`src/rtl/wb_cmd_master_pkg.sv`:
```
// wb_cmd_master_pkg: shared status codes and FSM state encoding for wb_cmd_master.
//   status_e : completion status reported on the response port
//   state_e  : command FSM states
package wb_cmd_master_pkg;
    typedef enum logic [1:0] {
        ST_OK      = 2'd0,
        ST_ERR     = 2'd1,
        ST_RTY_EXH = 2'd2,
        ST_TIMEOUT = 2'd3
    } status_e;

    typedef enum logic [1:0] {
        IDLE    = 2'd0,
        BUS     = 2'd1,
        BACKOFF = 2'd2,
        RESP    = 2'd3
    } state_e;
endpackage

```
`src/rtl/wb_cmd_timeout.sv`:
```
// wb_cmd_timeout: loadable down-counter that flags expiry while enabled.
//   clk_i/rst_i  : clock, asynchronous active-high reset
//   load_i       : load load_val_i (takes precedence over counting)
//   en_i         : count down while high
//   load_val_i   : reload value (cycles-1 until expiry)
//   expire_o     : high while enabled and the count has reached zero
module wb_cmd_timeout #(
    parameter int W = 8
) (
    input  logic         clk_i,
    input  logic         rst_i,
    input  logic         load_i,
    input  logic         en_i,
    input  logic [W-1:0] load_val_i,
    output logic         expire_o
);
    logic [W-1:0] r_cnt;

    always_ff @(posedge clk_i or posedge rst_i) begin
        if (rst_i)
            r_cnt <= '0;
        else if (load_i)
            r_cnt <= load_val_i;
        else if (en_i && r_cnt != '0)
            r_cnt <= r_cnt - 1'b1;
    end

    assign expire_o = en_i && (r_cnt == '0);
endmodule

```
`src/rtl/wb_cmd_master.sv`:
```
// wb_cmd_master: valid/ready command port to Wishbone classic single-cycle initiator.
//   clk_i, rst_i                     : clock, asynchronous active-high reset
//   cmd_valid_i/cmd_ready_o          : command handshake (ready only when idle)
//   cmd_we_i, cmd_adr_i, cmd_dat_i, cmd_sel_i : command fields, latched on accept
//   rsp_valid_o/rsp_ready_i          : response handshake
//   rsp_dat_o, rsp_status_o          : read data (0 unless OK read), status code
//   wb_adr_o..wb_stb_o               : Wishbone master outputs
//   wb_dat_i, wb_ack_i, wb_err_i, wb_rty_i : Wishbone responder inputs
// Optional feature: define WB_CMD_MASTER_TIMEOUT_EN to abort a bus phase after
// TIMEOUT_CYC cycles without termination (status TIMEOUT).
module wb_cmd_master
    import wb_cmd_master_pkg::*;
#(
    parameter int AW          = 32,
    parameter int DW          = 32,
    parameter int MAX_RETRY   = 3,
    parameter int TIMEOUT_CYC = 255
) (
    input  logic            clk_i,
    input  logic            rst_i,
    input  logic            cmd_valid_i,
    output logic            cmd_ready_o,
    input  logic            cmd_we_i,
    input  logic [AW-1:0]   cmd_adr_i,
    input  logic [DW-1:0]   cmd_dat_i,
    input  logic [DW/8-1:0] cmd_sel_i,
    output logic            rsp_valid_o,
    input  logic            rsp_ready_i,
    output logic [DW-1:0]   rsp_dat_o,
    output logic [1:0]      rsp_status_o,
    output logic [AW-1:0]   wb_adr_o,
    output logic [DW-1:0]   wb_dat_o,
    output logic [DW/8-1:0] wb_sel_o,
    output logic            wb_we_o,
    output logic            wb_cyc_o,
    output logic            wb_stb_o,
    input  logic [DW-1:0]   wb_dat_i,
    input  logic            wb_ack_i,
    input  logic            wb_err_i,
    input  logic            wb_rty_i
);
    if (MAX_RETRY < 0 || MAX_RETRY > 15 || TIMEOUT_CYC < 1) begin : g_bad_param
        $error("wb_cmd_master: MAX_RETRY must be 0..15 and TIMEOUT_CYC >= 1");
    end

    state_e          r_state, w_next;
    logic [AW-1:0]   r_adr;
    logic [DW-1:0]   r_dat;
    logic [DW/8-1:0] r_sel;
    logic            r_we;
    logic [3:0]      r_retry, w_retry_nx;
    logic [DW-1:0]   r_rsp_dat, w_rsp_dat;
    status_e         r_rsp_status, w_status;
    logic            w_accept, w_done, w_expire;

`ifdef WB_CMD_MASTER_TIMEOUT_EN
    localparam int TW = $clog2(TIMEOUT_CYC + 1);
    logic w_load;
    // Reload on every entry into BUS, including the reissue after BACKOFF.
    assign w_load = w_accept || (r_state == BACKOFF);
    wb_cmd_timeout #(.W(TW)) u_timeout (
        .clk_i      (clk_i),
        .rst_i      (rst_i),
        .load_i     (w_load),
        .en_i       (r_state == BUS),
        .load_val_i (TW'(TIMEOUT_CYC - 1)),
        .expire_o   (w_expire)
    );
`else
    assign w_expire = 1'b0;
`endif

    always_comb begin
        w_next     = r_state;
        w_accept   = 1'b0;
        w_done     = 1'b0;
        w_status   = ST_OK;
        w_rsp_dat  = '0;
        w_retry_nx = r_retry;
        case (r_state)
            IDLE: begin
                if (cmd_valid_i) begin
                    w_next   = BUS;
                    w_accept = 1'b1;
                end
            end
            BUS: begin
                // ERR outranks ACK, which outranks RTY; a termination outranks timeout.
                if (wb_err_i) begin
                    w_next   = RESP;
                    w_done   = 1'b1;
                    w_status = ST_ERR;
                end else if (wb_ack_i) begin
                    w_next    = RESP;
                    w_done    = 1'b1;
                    w_rsp_dat = r_we ? '0 : wb_dat_i;
                end else if (wb_rty_i) begin
                    if (r_retry < 4'(MAX_RETRY)) begin
                        w_next     = BACKOFF;
                        w_retry_nx = r_retry + 4'd1;
                    end else begin
                        w_next   = RESP;
                        w_done   = 1'b1;
                        w_status = ST_RTY_EXH;
                    end
                end else if (w_expire) begin
                    w_next   = RESP;
                    w_done   = 1'b1;
                    w_status = ST_TIMEOUT;
                end
            end
            BACKOFF: w_next = BUS;
            RESP: begin
                if (rsp_ready_i) begin
                    w_next     = IDLE;
                    w_retry_nx = '0;
                end
            end
            default: w_next = IDLE;
        endcase
    end

    always_ff @(posedge clk_i or posedge rst_i) begin
        if (rst_i) begin
            r_state      <= IDLE;
            r_adr        <= '0;
            r_dat        <= '0;
            r_sel        <= '0;
            r_we         <= 1'b0;
            r_retry      <= '0;
            r_rsp_dat    <= '0;
            r_rsp_status <= ST_OK;
        end else begin
            r_state <= w_next;
            r_retry <= w_retry_nx;
            if (w_accept) begin
                r_adr <= cmd_adr_i;
                r_dat <= cmd_dat_i;
                r_sel <= cmd_sel_i;
                r_we  <= cmd_we_i;
            end
            if (w_done) begin
                r_rsp_dat    <= w_rsp_dat;
                r_rsp_status <= w_status;
            end
        end
    end

    // Outputs decode straight from the state register so reset drops cyc/stb immediately.
    assign cmd_ready_o  = (r_state == IDLE);
    assign rsp_valid_o  = (r_state == RESP);
    assign wb_cyc_o     = (r_state == BUS);
    assign wb_stb_o     = (r_state == BUS);
    assign wb_adr_o     = r_adr;
    assign wb_dat_o     = r_dat;
    assign wb_sel_o     = r_sel;
    assign wb_we_o      = r_we;
    assign rsp_dat_o    = r_rsp_dat;
    assign rsp_status_o = r_rsp_status;
endmodule

```
`config.mk`:
```
export PLATFORM = sky130hd
export DESIGN_NAME = wb_cmd_master
export DESIGN_NICKNAME = d
export VERILOG_FILES = /design/src/rtl/wb_cmd_master_pkg.sv /design/src/rtl/wb_cmd_timeout.sv /design/src/rtl/wb_cmd_master.sv
export SDC_FILE = /design/constraint.sdc
export NUM_CORES = 1
export LEC_CHECK = 0
export CORE_ASPECT_RATIO = 1.4
export CORE_MARGIN = 1
export CORE_UTILIZATION = 42
export CTS_BUF_LIST = sky130_fd_sc_hd__clkbuf_8 sky130_fd_sc_hd__clkbuf_16
export CTS_CLUSTER_SIZE = 30
export DETAILED_ROUTE_END_ITERATION = 8
export HOLD_SLACK_MARGIN = 0.05
export PLACE_DENSITY = 0.85
export RECOVER_POWER = 50
export SETUP_SLACK_MARGIN = 0.2
export SLEW_MARGIN = 20
export SYNTH_ARGS = -nofsm -noshare
export SYNTH_HDL_FRONTEND = slang
export SYNTH_HIERARCHICAL = 1
export SYNTH_SLANG_ARGS = --single-unit
```
`constraint.sdc`:
```
create_clock -name clk_i -period 8.4 [get_ports clk_i]
set_clock_uncertainty 0.05 [all_clocks]
set_input_delay 2.52 -clock clk_i [delete_from_list [all_inputs] [get_ports clk_i]]
set_output_delay 2.52 -clock clk_i [all_outputs]
set_load 0.05 [all_outputs]
```
==> impl_table.tex <==
\begin{tabular}{lr}
\hline
Metric & Value \\
\hline
\multicolumn{2}{l}{\textbf{Clock network}} \\
\quad Clock input transition at the sequential cells of the worst setup and hold paths & 0.07 ns \\
\quad Clk Latency, worst-skew pair & 0.34 ns \\
\quad \# Post-CTS Setup Buffers & 0 \\
\quad \# hold bufs at CTS & 0 \\
\quad Sinks on the clock net & 109 \\
\quad TritonCTS clock tree & done \\
\quad Number of H-tree branching levels & 3 \\
\quad Count of instances resized after the clock tree is built & 0 \\
\quad Worst-case clock buffer depth & 2 \\
\quad CTS Root Buffer Type & sky130\_fd\_sc\_hd\_\_clkbuf\_16 \\
\quad Clock buffer count from CTS & 9 \\
\multicolumn{2}{l}{\textbf{Power and ir drop}} \\
\quad Clock network fraction of total power & 13.7\% \\
\quad Leakage power & 2.92 nW \\
\quad Worst VDD drop & 257 uV \\
\quad Switching Share & 47.9\% \\
\quad Cell internal power dissipation & 1.56 mW \\
\quad NetSw & 1.43 mW \\
\quad Power share of the combinational group & 56.8\% \\
\quad Total power divided by cell area & 454 nW/um2 \\
\quad Sequential share of power & 29.5\% \\
\multicolumn{2}{l}{\textbf{Synth}} \\
\quad Count of distinct cell types in the synthesized netlist & 25 \\
\quad Post-synthesis sequential area ratio & 66.9\% \\
\quad Mapped Cells & 255 \\
\quad Synth Register Bits & 109 \\
\quad Leading area contributor after synthesis & sky130\_fd\_sc\_hd\_\_dfrtp\_1 \\
\quad Post-synth top flop & sky130\_fd\_sc\_hd\_\_dfrtp\_1 \\
\quad Proportion of netlist area held by the largest area contributor & 66.9\% \\
\quad Post-synthesis instance area & 4080 um2 \\
\quad Number of synthesized flops with an enable pin & 0 \\
\quad Syn nets & 364 \\
\quad Synth warn & 6 \\
\quad Cell types occupying the most area after synthesis & sky130\_fd\_sc\_hd\_\_dfrtp\_1 67\%, sky130\_fd\_sc\_hd\_\_mux2\_1 19\%, sky130\_fd\_sc\_hd\_\_a22o\_1 7.1\%, sky130\_fd\_sc\_hd\_\_buf\_2 1.6\%, sky130\_fd\_sc\_hd\_\_and2\_1 0.46\% \\
\quad Async set-or-reset flop fraction in the synthesized netlist & 100\% \\
\quad Synthesized area divided by synthesized cell count & 16.0 um2 \\
\multicolumn{2}{l}{\textbf{Final layout}} \\
\quad Share of post-route cells with drive strength above 1 & 4.22\% \\
\quad Diode insertion count for antenna repair & 0 \\
\quad Area of the multi-input gates & 1260 um2 \\
\quad FF+latch area & 2730 um2 \\
\quad Layout Cells excl Fill & 584 \\
\quad Final core utilization & 69.7\% \\
\quad Final net count & 578 \\
\quad Area overhead of the layout relative to synthesis & 61.7\% \\
\quad Number of filler cells placed in the layout & 654 \\
\multicolumn{2}{l}{\textbf{Global routing}} \\
\quad Pin count of the biggest net entering global routing & 74 \\
\quad Global-route track usage on met2 & 37.9\% \\
\quad Met3 Track Usage GR & 5.80\% \\
\quad Wire length of the first global-routing pass & 16,300 um \\
\quad Number of global-route vias before repair & 3,131 \\
\quad GR Util met1 & 23.6\% \\
\quad Most used routing layer & met2 \\
\quad Initial antenna violation count & 0 \\
\quad Sum of overflow across all layers after global routing & 0 \\
\quad All-layer global routing usage & 21.3\% \\
\multicolumn{2}{l}{\textbf{Critical path}} \\
\quad Startpoint kind of the worst setup timing path & input port \\
\quad Max FO, Critical Path & 39 \\
\quad Kind of end point of the critical path & flip-flop \\
\quad Required time at the worst-slack endpoint & 8.57 ns \\
\quad Type of the setup path with the least slack & input port to flip-flop \\
\quad CP Data Arrival Time & 5.58 ns \\
\multicolumn{2}{l}{\textbf{Detailed routing}} \\
\quad Via density per instance & 5.07 \\
\quad Detail Route Antenna Nets & 0 \\
\quad First DRT Iteration DRCs & 97 \\
\quad Overall via count from detail\_route & 2,959 \\
\quad Final wirelength & 10,300 um \\
\quad DRC violation count after routing & 0 \\
\quad Drt pass-1 iters & 4 \\
\quad Detail-routed net length per standard cell & 17.6 um \\
\multicolumn{2}{l}{\textbf{Floorplanning}} \\
\quad Die Wd & 85.3 um \\
\quad Initial core utilization & 43.1\% \\
\quad Std-Cell Rows & 42 \\
\quad Number of I/O pins & 215 \\
\quad Die Ht & 119 um \\
\quad Total die area & 10,100 um2 \\
\quad Core Box Area & 9460 um2 \\
\multicolumn{2}{l}{\textbf{STA}} \\
\quad Tightest slew margin relative to the limit & -28.1\% \\
\quad Slew of the pin with the lowest slew margin & 1.92 ns \\
\quad Worst Hold Slack & 0.428 ns \\
\quad Number of hold violations in the final report & 0 \\
\quad Crit share post-route & 64.4\% \\
\quad Final setup violating endpoints & 0 \\
\quad Setup total negative slack & 0 ns \\
\quad Number of max-slew violations in the final report & 144 \\
\quad Maximum clock frequency & 0.185 GHz \\
\quad Unrepaired setup endpoints after global routing & false \\
\quad Final critical path time including I/O delays and setup & 5.41 ns \\
\multicolumn{2}{l}{\textbf{Placement}} \\
\quad Half-perimeter wire length of the detailed placement result & 7580 um \\
\quad Placed cell count & 568 \\
\quad RD Place Congestion & 0.765 \\
\quad Number of buffer cells added on primary ports & 214 \\
\multicolumn{2}{l}{\textbf{Min path}} \\
\quad HP Class & flip-flop to flip-flop \\
\multicolumn{2}{l}{\textbf{Run status}} \\
\quad Violations in the final reports & max-capacitance violations, max-slew violations \\
\quad Status & complete, but fails checks \\
\multicolumn{2}{l}{\textbf{Job}} \\
\quad Max-capacitance violation count & 3 \\
\hline
\end{tabular}
## per-layer routing
metal  part of all wire (%)  vias to the layer above
met3                    5.7                       16
met1                     37                     1469
met4                    2.5                        2
met2                     55                      117
met5                  0.078                        -
li1                       -                     1355
## cells in the mapped netlist, types with 2 or more instances
cell type                   n
sky130_fd_sc_hd__mux2_1    69
sky130_fd_sc_hd__a22o_1    33
sky130_fd_sc_hd__and2_1     3
sky130_fd_sc_hd__dfrtp_1  109
sky130_fd_sc_hd__nor2_1     3
sky130_fd_sc_hd__o31a_1     2
sky130_fd_sc_hd__inv_1      4
sky130_fd_sc_hd__buf_4      2
sky130_fd_sc_hd__a21oi_1    2
sky130_fd_sc_hd__buf_2     13
## final cells by class
type	count	area share, %
clock buffers	9	3.42
clock inverters	7	0.912
inverters	4	0.247
multi-input cells	127	19.1
flip-flops and latches	109	41.4
well taps	110	2.09
repair buffers	218	32.9
## power by group through the flow
stage          Clock (mW)  Sequential [mW]  Combinational, mW
2_1_floorplan           0             1.69              0.326
3_3_place_gp            0            0.883               1.73
3_5_place_dp            0            0.896               1.75
4_1_cts             0.419            0.891               1.76
5_1_grt             0.441            0.917               1.76
6_report            0.408            0.882               1.70
## sequential cells by signal (all words and copies together), names as in the netlist
name,flops
rsp_dat_o,32
rsp_status_o,2
wb_we_o,1
wb_adr_o,32
r_state,2
wb_sel_o,4
wb_dat_o,32
r_retry,4
## cell families (layout without fill, tap and decap cells)
family	Yosys count	count (layout)	share of synthesized area, %
flip-flops	109	109	66.9
multiplexers	69	69	19.1
AO/OA/AOI/OAI	42	42	8.93
buffers and inverters	19	238	2.33
AND/OR/NAND/NOR	15	15	2.43
adder cells (fa/ha/maj)	1	1	0.307
## path summary, 6_finish.rpt
| path | depth (start not counted) | slack [ns] | endpoint | startpoint |
|---|---|---|---|---|
| worst min register to register | 1 | 0.43 | wb_adr_o[29] | wb_adr_o[29] |
| max in group asynchronous | 3 | 3.00 | wb_adr_o[17] | rst_i |
| worst max-delay path | 4 | 2.99 | wb_sel_o[1] | cmd_valid_i |
| worst max register to register | 4 | 5.12 | wb_sel_o[1] | r_state[1] |
| min in group asynchronous | 2 | 2.97 | wb_adr_o[12] | rst_i |
| worst min-delay path | 1 | 0.43 | wb_adr_o[29] | wb_adr_o[29] |
## through the flow
stage | setup slack (ns) | instance area, um2 | power [mW]
6_report | 2.99 | 6590 | 2.99
3_3_place_gp | 3.67 | 6320 | 2.61
4_1_cts | 3.70 | 6600 | 3.07
5_1_grt | 2.39 | 6590 | 3.12
3_5_place_dp | 3.60 | 6320 | 2.65
2_1_floorplan | 2.96 | 4080 | 2.02
## worst max-delay path, stage by stage
cell and delay [ns]:
sky130_fd_sc_hd__dlygate4sd3_1 0.56, sky130_fd_sc_hd__and2_0 1.43, sky130_fd_sc_hd__buf_4 0.64, sky130_fd_sc_hd__mux2_1 0.38
## layout by cell type (no fill, tap or decap), types with 3 or more instances in the layout
| cell | Yosys | layout |
|---|---|---|
| sky130_fd_sc_hd__mux2_1 | 69 | 69 |
| sky130_fd_sc_hd__dfrtp_1 | 109 | 109 |
| sky130_fd_sc_hd__inv_1 | 4 | 6 |
| sky130_fd_sc_hd__a22o_1 | 33 | 33 |
| sky130_fd_sc_hd__clkdlybuf4s50_1 | 0 | 164 |
| sky130_fd_sc_hd__dlygate4sd3_1 | 0 | 50 |
| sky130_fd_sc_hd__clkbuf_16 | 0 | 9 |
| sky130_fd_sc_hd__nor2_1 | 3 | 3 |
Power figures use the tool's default switching activity.
==> variant (config.mk and constraints unchanged) <==
The option `WB_CMD_MASTER_TIMEOUT_EN` is turned on by a define.
--- a/src/rtl/wb_cmd_master.sv
+++ b/src/rtl/wb_cmd_master.sv
@@ -10,2 +10,4 @@
 // TIMEOUT_CYC cycles without termination (status TIMEOUT).
+`define WB_CMD_MASTER_TIMEOUT_EN
+
 module wb_cmd_master
Function: no difference found for any inputs over 4 cycles, from zero or initial values and one cycle with rst_i high; that may be too few to reach the edited logic, so the function may still have changed.
==> variant against the unedited design <==
The run still ends with capacitance limit, slew limit left. Worst setup slack better by 0.066 ns. Cell area up 18%. Total power up 19%. Count of clock-buffer cells in the layout up 9. Sequential cell count up 8. Via count up 30%. Area after synthesis up 22%. Die area up 22%. Wire length up 29%.
==> variant: results <==
set metrics [dict create \
    outcome "finished with violations" \
    failed_checks "capacitance limit, slew limit" \
    place.gp.congestion 0.831 \
    fillers 828 \
    slowest_delay_ns 1.37 \
    worstPathArrival_ns 5.49 \
    drive_gt1_frac 0.179 \
    clock_latency_ns 0.40 \
    drv_slew 112 \
    min-delay-start "wb_dat_o[19]" \
    placed_cell_area_sq_um 7200 \
    crit_fanout 71 \
    timing.rr.start "r_state[1]" \
    grt.total_usage 0.218 \
    clk_path_buf_depth 2 \
    via_per_inst 4.97 \
    dp_hpwl_mm 9.78 \
    routed_wl_mm 13.2 \
    synth.area.top_cells "dfrtp_1, mux2_2, o32ai_1" \
    synth_seq_area_share 0.589 \
    cts_resized 0 \
    critPathSlowestCell "clkbuf_2" \
    synthFlopType "dfrtp_1" \
    async_reset_ff_frac 1.00 \
    cp_top_family "buffers and inverters" \
    min_path_type "reg2reg" \
    holdPathEnd "wb_dat_o[19]" \
    antenna_found_initial 0 \
    regToRegSetupSlack_ns 5.15 \
    relSlewSlack -0.157 \
    min_path_cells 1 \
    port_buffers 214 \
    yosysWarningCount 6 \
    grt_max_degree 72 \
    timing.rr.end "rsp_dat_o[25]" \
    diodes 0 \
    cts_buffers 17 \
    synth_cell_type_count 45 \
    cts-root-buf "clkbuf_16" \
    synthTopCellsByCount "dfrtp_1, inv_1, mux2_2" \
    grt_pass1_vias 3936 \
    maxCapViolCount 2 \
    clk_pin_slew_ns 0.05 \
    htreeDepth 4 \
    reg2regPathDepth 9 \
    first_pass_iters 4 \
    leakagePower_nw 3.31 \
    finalSetupTns_ns 0 \
    drt_iter0_drc 100 \
    final_net_count 727 \
    postCtsSetupBuffers 0 \
    grt_pass1_wl_mm 20.1 \
    vdd_drop_max_v 0.000297 \
]
## variant: cell type report
class / count / share of cell area
clock buffers: 18 / 0.0565
flip-flops and latches: 117 / 0.377
clock inverters: 14 / 0.0164
multi-input cells: 191 / 0.213
well taps: 144 / 0.0232
repair buffers: 218 / 0.280
inverters: 72 / 0.0349
## variant: metal layers
metal | track usage | vias up | routed length (um)
li1 | - | 1816 | -
met1 | 0.234 | 1849 | 4810
met2 | 0.402 | 166 | 7240
met3 | 0.0619 | 18 | 1000
met4 | 0.0842 | 0 | 189
met5 | 0 | - | 0
## variant: per-stage QoR
step | power, W | util | worst slack [ns] | cells | hold WS, ns
floorplan | 0.00226 | - | 2.96 | 404 | 0.458
global placement | 0.00284 | 0.628 | 3.90 | 739 | 0.438
detailed placement | 0.00290 | 0.629 | 3.74 | 739 | 0.445
CTS | 0.00359 | 0.678 | 3.38 | 771 | 0.457
global route | 0.00373 | 0.679 | 2.35 | 774 | 0.466
finish | 0.00356 | 0.679 | 3.06 | 774 | 0.453
## variant: how the worst max path moves through the flow
stage,from,end,slack [ns]
after global routing,rst_i,wb_sel_o[3],2.35
after detailed placement,wb_err_i,rsp_dat_o[9],3.74
after global placement,wb_err_i,rsp_dat_o[16],3.90
after floorplan,rst_i,r_retry[0],2.96
final,rst_i,wb_adr_o[7],3.06
after CTS,r_state[1],wb_cyc_o,3.38
## variant: power breakdown
part           switching (W)  total (W)  internal, W
combinational        0.00121    0.00190     0.000696
clock               0.000262   0.000678     0.000416
sequential          0.000164   0.000982     0.000819
total                0.00163    0.00356      0.00193
## variant: logic make-up after synthesis
family          Yosys count  synth area share
compound gates           64             0.105
fa+ha+maj                 2           0.00503
buf+inv                  96            0.0820
flops                   117             0.589
mux                      69             0.156
other cells               2           0.00151
simple gates             48            0.0616
